===== config.mk =====
export PLATFORM = sky130hd
export DESIGN_NAME = sdfm_comp_sched
export DESIGN_NICKNAME = d
export VERILOG_FILES = /design/src/rtl/sdfm_comp_sched.sv
export SDC_FILE = /design/constraint.sdc
export NUM_CORES = 1
export LEC_CHECK = 0
export ABC_CLOCK_PERIOD_IN_PS = 2200
export CAP_MARGIN = 20
export CORE_UTILIZATION = 50
export DETAILED_ROUTE_END_ITERATION = 10
export GPL_ROUTABILITY_DRIVEN = 0
export PLACE_DENSITY_LB_ADDON = 0.2
export SYNTH_ARGS = -nofsm -noshare
export SYNTH_HDL_FRONTEND = slang
export SYNTH_SLANG_ARGS = --single-unit

===== constraint.sdc =====
create_clock -name SYSCLK -period 2.2 [get_ports SYSCLK]
set_clock_uncertainty 0.1 [all_clocks]
set_input_delay 0.22 -clock SYSCLK [delete_from_list [all_inputs] [get_ports SYSCLK]]
set_output_delay 0.22 -clock SYSCLK [all_outputs]
set_load 0.1 [all_outputs]

===== src/rtl/sdfm_comp_sched.sv =====
// Round-robin scheduler that funnels NCH comparator channels onto one valid/ready record stream,
// with per-channel sticky low/high/overrun flags and a registered level interrupt.
module sdfm_comp_sched #(
   parameter int NCH = 4,
   parameter int DW  = 32,
   parameter int CW  = 2
) (
   input  logic                SYSCLK,
   input  logic                SYSRSTn,
   input  logic [NCH-1:0]      ch_en,
   input  logic [NCH-1:0]      ch_update,
   input  logic [NCH*DW-1:0]   ch_data,
   input  logic [NCH-1:0]      ch_low,
   input  logic [NCH-1:0]      ch_high,
   output logic                out_valid,
   input  logic                out_ready,
   output logic [DW-1:0]       out_data,
   output logic [CW-1:0]       out_ch,
   output logic                out_low,
   output logic                out_high,
   input  logic [NCH-1:0]      ilen,
   input  logic [NCH-1:0]      ihen,
   input  logic [NCH-1:0]      flg_clr,
   output logic [NCH-1:0]      flg_low,
   output logic [NCH-1:0]      flg_high,
   output logic [NCH-1:0]      flg_ovf,
   output logic                irq
);

   // Output handshake: a record transfers on a rising edge where out_valid & out_ready;
   // out_* are held stable from the cycle out_valid rises until that transfer.
   typedef enum logic {ST_IDLE = 1'b0, ST_BUSY = 1'b1} state_t;

   state_t            state_q, state_d;
   logic [NCH-1:0]    pend_q, pend_d;
   logic [DW-1:0]     hold_data_q [NCH];
   logic [DW-1:0]     hold_data_d [NCH];
   logic [NCH-1:0]    hold_low_q, hold_low_d;
   logic [NCH-1:0]    hold_high_q, hold_high_d;
   logic [CW-1:0]     last_q, last_d;
   logic              out_valid_q, out_valid_d;
   logic [DW-1:0]     out_data_q, out_data_d;
   logic [CW-1:0]     out_ch_q, out_ch_d;
   logic              out_low_q, out_low_d;
   logic              out_high_q, out_high_d;
   logic [NCH-1:0]    flg_low_q, flg_low_d;
   logic [NCH-1:0]    flg_high_q, flg_high_d;
   logic [NCH-1:0]    flg_ovf_q, flg_ovf_d;
   logic              irq_q, irq_d;

   logic [NCH-1:0]    cap;
   logic [NCH-1:0]    gnt_oh;
   logic [CW-1:0]     gnt_idx;
   logic [CW-1:0]     cand;
   logic              found;
   logic              do_grant;

   // Search last+1 .. last+NCH (mod NCH); the first pending channel wins.
   always_comb begin
      gnt_idx = '0;
      cand    = '0;
      found   = 1'b0;
      for (int k = 1; k <= NCH; k++) begin
         cand = CW'((int'(last_q) + k) % NCH);
         if (!found && pend_q[cand]) begin
            found   = 1'b1;
            gnt_idx = cand;
         end
      end
      do_grant = found && ((state_q == ST_IDLE) || (out_valid_q && out_ready));
      for (int i = 0; i < NCH; i++) begin
         gnt_oh[i] = do_grant && (gnt_idx == CW'(i));
      end
   end

   always_comb begin
      state_d     = state_q;
      last_d      = last_q;
      out_valid_d = out_valid_q;
      out_data_d  = out_data_q;
      out_ch_d    = out_ch_q;
      out_low_d   = out_low_q;
      out_high_d  = out_high_q;

      if (do_grant) begin
         out_valid_d = 1'b1;
         out_data_d  = hold_data_q[gnt_idx];
         out_ch_d    = gnt_idx;
         out_low_d   = hold_low_q[gnt_idx];
         out_high_d  = hold_high_q[gnt_idx];
         last_d      = gnt_idx;
         state_d     = ST_BUSY;
      end else if ((state_q == ST_BUSY) && out_ready) begin
         out_valid_d = 1'b0;
         state_d     = ST_IDLE;
      end

      for (int i = 0; i < NCH; i++) begin
         cap[i]         = ch_update[i] & ch_en[i];
         hold_data_d[i] = cap[i] ? ch_data[i*DW +: DW] : hold_data_q[i];
         hold_low_d[i]  = cap[i] ? ch_low[i]  : hold_low_q[i];
         hold_high_d[i] = cap[i] ? ch_high[i] : hold_high_q[i];

         // A capture on the channel being granted refills pend instead of overrunning it.
         if (!ch_en[i])       pend_d[i] = 1'b0;
         else if (cap[i])     pend_d[i] = 1'b1;
         else if (gnt_oh[i])  pend_d[i] = 1'b0;
         else                 pend_d[i] = pend_q[i];

         flg_low_d[i]  = (cap[i] & ch_low[i])  | (flg_low_q[i]  & ~flg_clr[i]);
         flg_high_d[i] = (cap[i] & ch_high[i]) | (flg_high_q[i] & ~flg_clr[i]);
         flg_ovf_d[i]  = (cap[i] & pend_q[i] & ~gnt_oh[i]) | (flg_ovf_q[i] & ~flg_clr[i]);
      end

      irq_d = |((flg_low_q & ilen) | (flg_high_q & ihen) | flg_ovf_q);
   end

   always_ff @(posedge SYSCLK or negedge SYSRSTn) begin
      if (!SYSRSTn) begin
         state_q     <= ST_IDLE;
         pend_q      <= '0;
         for (int i = 0; i < NCH; i++) begin
            hold_data_q[i] <= '0;
         end
         hold_low_q  <= '0;
         hold_high_q <= '0;
         last_q      <= CW'(NCH - 1);
         out_valid_q <= 1'b0;
         out_data_q  <= '0;
         out_ch_q    <= '0;
         out_low_q   <= 1'b0;
         out_high_q  <= 1'b0;
         flg_low_q   <= '0;
         flg_high_q  <= '0;
         flg_ovf_q   <= '0;
         irq_q       <= 1'b0;
      end else begin
         state_q     <= state_d;
         pend_q      <= pend_d;
         hold_data_q <= hold_data_d;
         hold_low_q  <= hold_low_d;
         hold_high_q <= hold_high_d;
         last_q      <= last_d;
         out_valid_q <= out_valid_d;
         out_data_q  <= out_data_d;
         out_ch_q    <= out_ch_d;
         out_low_q   <= out_low_d;
         out_high_q  <= out_high_d;
         flg_low_q   <= flg_low_d;
         flg_high_q  <= flg_high_d;
         flg_ovf_q   <= flg_ovf_d;
         irq_q       <= irq_d;
      end
   end

   assign out_valid = out_valid_q;
   assign out_data  = out_data_q;
   assign out_ch    = out_ch_q;
   assign out_low   = out_low_q;
   assign out_high  = out_high_q;
   assign flg_low   = flg_low_q;
   assign flg_high  = flg_high_q;
   assign flg_ovf   = flg_ovf_q;
   assign irq       = irq_q;

endmodule

# Yosys cells after proc, flatten, opt, wreduce, memory -nomap -nowiden
# Cells that the tools add are included.
op_classes:
  add_sub_neg: 4
  n_lt_le_gt_ge: 6
  n_eq_ne: 7
  muxes: 37
  n_bitwise: 58
  reduce_logical: 16
op_table:
  columns: ["cell", "n"]
  rows:
  - ["$bmux W32 S2", 1]
  - ["$mux W32", 2]
  - ["$and A1 B1 Y1", 32]
  - ["$mux W1", 24]
  - ["$lt A2 B3 Y1 const B", 5]
  - ["$bmux W1 S2", 6]
  - ["$ne A3 B1 Y1 const B", 4]
  - ["$or A1 B1 Y1", 12]
  - ["$logic_and A1 B1 Y1", 9]
  - ["$not A1 Y1", 9]
  - ["$and A4 B4 Y4", 2]
  - ["$mux W2", 4]
  - ["$or A4 B4 Y4", 2]
  - ["$add A2 B1 Y2 const B", 2]
  - ["$add A2 B2 Y2 const B", 2]
  - ["$eq A2 B2 Y1 const B", 2]
  - ["$reduce_or A4 Y1", 1]
  - ["$ge A3 B3 Y1 const B", 1]
  - ["$logic_not A1 Y1", 3]
  - ["$not A2 Y3", 1]
  - ["$eq A2 B1 Y1 const B", 1]
  - ["$logic_not A2 Y1", 1]
  - ["$reduce_bool A2 Y1", 1]
  - ["$logic_or A1 B1 Y1", 1]
totals:
  register_bits: 192
  in_bits: 159

# Logic depth before layout (Yosys ltp)
depth:
  word_depth: 18
  depth_mapped: 7
  depth_no_buf: 5

# Worst setup path after synthesis
# Ideal clock, no wire load.
synth_path:
  path_kind: "register to register"
  from: "register out_valid_q (netlist: out_valid)"
  to: "register out_data_q[10] (netlist: out_data[10])"
  setup_ns: 0.134
  arrival_time_ns: 1.835
  required_ns: 1.966
  setup_slack_ns: 0.131
  stages_incl_launch_ff: 6
  path_buffers: 1
  synth_period_minus_slack_ns: 2.069
  cell_sequence: "dfrtp_1 a21oi_2 nand4_2 buf_4 a211oi_2 a211oi_2"
synth_via:
  elab_chain_cells: 3
synth_rtl:
  columns: ["element", "line_no", "rtl"]
  rows:
  - ["start: declaration", "41", "logic out_valid_q, out_valid_d;"]
  - ["start signal: assignment", "144", "out_valid_q <= out_valid_d;"]
  - ["$logic_and A1 B1 Y1 / $not A1 Y1 (equally long branches)", null, null]
  - ["$logic_or A1 B1 Y1 *", "70", "do_grant = found && ((state_q == ST_IDLE) || (out_valid_q && out_ready));"]
  - ["$logic_and A1 B1 Y1 *", "70", null]
  - ["end signal: assignment", "145", "out_data_q <= out_data_d;"]
  - ["end: declaration", "42", "logic [DW-1:0] out_data_q, out_data_d;"]
# Mark *: on every way between the ends. The rest lies on a longest branch, timed or not.
# A chain may end at the register's enable or synchronous reset.

# Worst setup path in the final report
layout_path:
  from: "register last_q[1]"
  to: "register out_data_q[13] (netlist: out_data[13])"
layout_via:
  elab_chain_cells: 17
layout_rtl:
  columns: ["element", "line_no", "rtl"]
  rows:
  - ["start: declaration", "40", "logic [CW-1:0] last_q, last_d;"]
  - ["start signal: assignment", "127", "last_q <= CW'(NCH - 1);"]
  - ["start signal: assignment", "143", "last_q <= last_d;"]
  - ["$add A2 B1 Y2", "64", "cand = CW'((int'(last_q) + k) % NCH);"]
  - ["$bmux W1 S2", "65", "if (!found && pend_q[cand]) begin"]
  - ["$mux W1 (not written as such)", "65", null]
  - ["$mux W1", "65", null]
  - ["$logic_not A1 Y1", "65", null]
  - ["$logic_and A1 B1 Y1", "65", null]
  - ["$mux W1", "65", null]
  - ["$logic_not A1 Y1", "65", null]
  - ["$logic_and A1 B1 Y1", "65", null]
  - ["$mux W1", "65", null]
  - ["$logic_not A1 Y1", "65", null]
  - ["$logic_and A1 B1 Y1", "65", null]
  - ["$mux W2", "65", null]
  - ["$not A2 Y3 (not written as such)", "87", "out_data_d = hold_data_q[gnt_idx];"]
  - ["$bmux W32 S2", "87", null]
  - ["$mux W32 (not written as such) (2 in a row)", "87", null]
# Parallel ways exist; a longest one is shown, timed or not. The select of a mux whose other input is x is not followed.

==> impl_metrics.env <==
export IMPL_status="completed"
export IMPL_cts_made_buffers=17
export IMPL_period_needed_ns=2.09
export IMPL_slew_headroom_pct=63.8
export IMPL_final_cells=1084
export IMPL_r2r_start="last_q[1]"
export IMPL_layout_common_cells="190 x dfrtp_1, 157 x clkdlybuf4s50_1, 128 x mux2_2"
export IMPL_final_area_sq_um=11600
export IMPL_antenna_diode_count=0
export IMPL_crit_path_max_fanout=13
export IMPL_swShare_pct=43.9
export IMPL_ys_warn_count=0
export IMPL_cts_root_buf="clkbuf_16"
export IMPL_htreeDepth=4
export IMPL_clock_sinks=192
export IMPL_seq_area_sq_um=4810
export IMPL_area_growth_pct=35.2
export IMPL_dpl_cell_area_sq_um=11000
export IMPL_syn_area_per_cell_sq_um=13.6
export IMPL_fp_dieH_um=133
export IMPL_hold_class="in -> async"
export IMPL_fmax_ghz=0.479
export IMPL_vias=5993
export IMPL_final_common_cell="dfrtp_1"
export IMPL_die_w_um=133
export IMPL_fill_cells=1224
export IMPL_max_cap_violations=0
export IMPL_hold_ws_ns=0.251
export IMPL_final_util_pct=69.5
export IMPL_setup_ws_ns=0.111
export IMPL_critPathLaunchType="register"
export IMPL_criticalPathCategory="reg -> reg"
export IMPL_regToRegSetupSlack_ns=0.11
export IMPL_cp_end_kind="register"
export IMPL_final_max_slew_viol_count=0
export IMPL_totalWireLength_um=21500
export IMPL_fin_crit_sh_pct=95.0
export IMPL_hold_violations=0
export IMPL_async_flop_share_pct=100
export IMPL_synth_cell_types=42
export IMPL_worst_ep_arrival_time_ns=2.30
export IMPL_cp_required_ns=2.41
export IMPL_power_frac_comb_pct=45.1
export IMPL_synth_edff_count=0
export IMPL_dieArea_sq_um=17700
export IMPL_setup_viol=0
export IMPL_power_net_switching_mw=6.22
export IMPL_ys_ff_latch=192
export IMPL_first_global_vias=6403
export IMPL_tightest_slew_ns=0.543
export IMPL_rsz0062_at_grt="no"
export IMPL_grt_start_max_net_pins=64
export IMPL_grtUsageTotal_pct=25.5
export IMPL_antenna_found_initial=0
export IMPL_drtPass1Iterations=5
export IMPL_syn_inst=630
export IMPL_gr_total_overflow=0
export IMPL_layout_nets=1012
export IMPL_layout_drive_gt1_share_pct=36.7
export IMPL_p_clk_share_pct=20.9
export IMPL_multi_input_area_sq_um=3550
export IMPL_ant_nets=0
export IMPL_io_pins=209
export IMPL_vdd_drop_max_mv=0.943
export IMPL_fp_coreArea_sq_um=16700
export IMPL_synth_fp_nets=789
export IMPL_syn_area_sq_um=8590
export IMPL_drtIter0Drc=272
export IMPL_path_clk_slew_ns=0.07
export IMPL_cts_tree="yes"
export IMPL_drc=0
export IMPL_p_per_area_nw_per_um2=1220
export IMPL_preCtsSetupSlack_ns=-0.0142
export IMPL_timing_rr_end="out_data[13]"
export IMPL_io_buffers=208
export IMPL_p_leak_nw=4.88
export IMPL_rows=47
export IMPL_synthFlopType="dfrtp_1"
export IMPL_p_seq_share_pct=33.9
export IMPL_wl_per_cell_um=19.9
export IMPL_internal_power_mw=7.95
export IMPL_grt_pass1_wl_um=34300
export IMPL_hpwl_um=15200
export IMPL_worst_r2r_cell_count=6
export IMPL_start_util_pct=51.4
export IMPL_yosysSeqAreaShare_pct=56.0
export IMPL_vias_per_cell=5.53
export IMPL_cts_buffer_depth=2
export IMPL_placed_cells_incl_taps=1049
export IMPL_clk_latency_ns=0.43
[power by group through the flow]
stage / registers (mW) / clock network, mW / logic, mW
floorplan: 7.29 / 0 / 2.19
global route: 4.89 / 3.14 / 6.69
CTS: 4.80 / 3.00 / 6.36
finish: 4.80 / 2.97 / 6.39
global placement: 4.83 / 0 / 6.23
detailed placement: 4.86 / 0 / 6.35
[logic make-up (layout without fill, tap and decap cells)]
family	after synthesis	in the layout	share of synthesized area [%]
flops	192	192	56.0
mux	163	163	20.9
simple gates	122	122	7.47
compound gates	100	100	12.2
buf+inv	53	287	3.47
[flip-flops by register name (all words and copies together), names as in the netlist, 2 cells and up]
name,flops
hold_data_q,128
out_data,32
flg_high,4
flg_low,4
flg_ovf,4
hold_high_q,4
hold_low_q,4
pend_q,4
last_q,2
out_ch,2
[worst max path at each step]
stage | startpoint | to | cells after the start
5_1_grt | last_q[1] | out_high | 6
3_5_place_dp | last_q[1] | out_data[1] | 6
4_1_cts | last_q[1] | out_data[1] | 6
6_report | last_q[1] | out_data[13] | 6
2_1_floorplan | out_valid | out_data[10] | 5
3_3_place_gp | out_ready | out_data[2] | 6
[metrics by stage]
| stage | TNS [ns] | power (mW) |
|---|---|---|
| after floorplan | 0 | 9.48 |
| after global placement | 0 | 11.1 |
| after detailed placement | -0.0142 | 11.2 |
| after CTS | 0 | 14.2 |
| after global routing | 0 | 14.7 |
| final | 0 | 14.2 |
[layout make-up]
type,instances,share of cell area (%)
multi-input cells,385,30.5
inverters,17,0.549
repair buffers,240,20.4
well taps,220,2.37
clock buffers,22,4.08
clock inverters,8,0.711
flip-flops and latches,192,41.4
[per-layer routing]
metal	GRT usage [%]	up-vias	share of wire (%)
li1	-	2726	-
met1	32.6	3075	42
met4	7.79	0	1.7
met5	0	-	0
met2	42.4	168	50
met3	6.74	24	5.9
[critical path: stages, from the launching register on]
cell and delay, ns:
dfstp_2 0.59, mux2i_4 0.27, o22ai_4 0.12, or2_2 0.31, buf_4 0.23, a211oi_2 0.27
a211oi_2 0.07
[cell usage after synthesis (2+ instances only)]
library cell | n | share of area (%)
dfrtp_1 | 190 | 55
mux2_2 | 128 | 17
a211oi_2 | 57 | 8.3
nor2_1 | 37 | 1.6
mux2i_1 | 35 | 4.1
nor3b_1 | 33 | 2.9
nand2_1 | 29 | 1.3
clkbuf_1 | 19 | 0.83
inv_1 | 17 | 0.74
nand3_1 | 11 | 0.64
a211oi_1 | 10 | 0.87
o21ai_0 | 8 | 0.47
buf_2 | 7 | 0.41
a22oi_1 | 4 | 0.35
buf_6 | 4 | 0.52
o22ai_1 | 4 | 0.29
a21o_1 | 3 | 0.26
buf_12 | 3 | 0.70
buf_4 | 3 | 0.26
a21oi_1 | 2 | 0.12
dfstp_2 | 2 | 0.61
nand2b_1 | 2 | 0.15
o211ai_2 | 2 | 0.29
o21ai_1 | 2 | 0.12
[repair_timing]
item	CTS	global route
hold buffers	1	0
resized for setup	1	3
buffers inserted	0	4
setup endpoints to repair	1	18
pin swaps	0	1
endpoints found under the hold margin	59	0
Power figures use the tool's default switching activity.
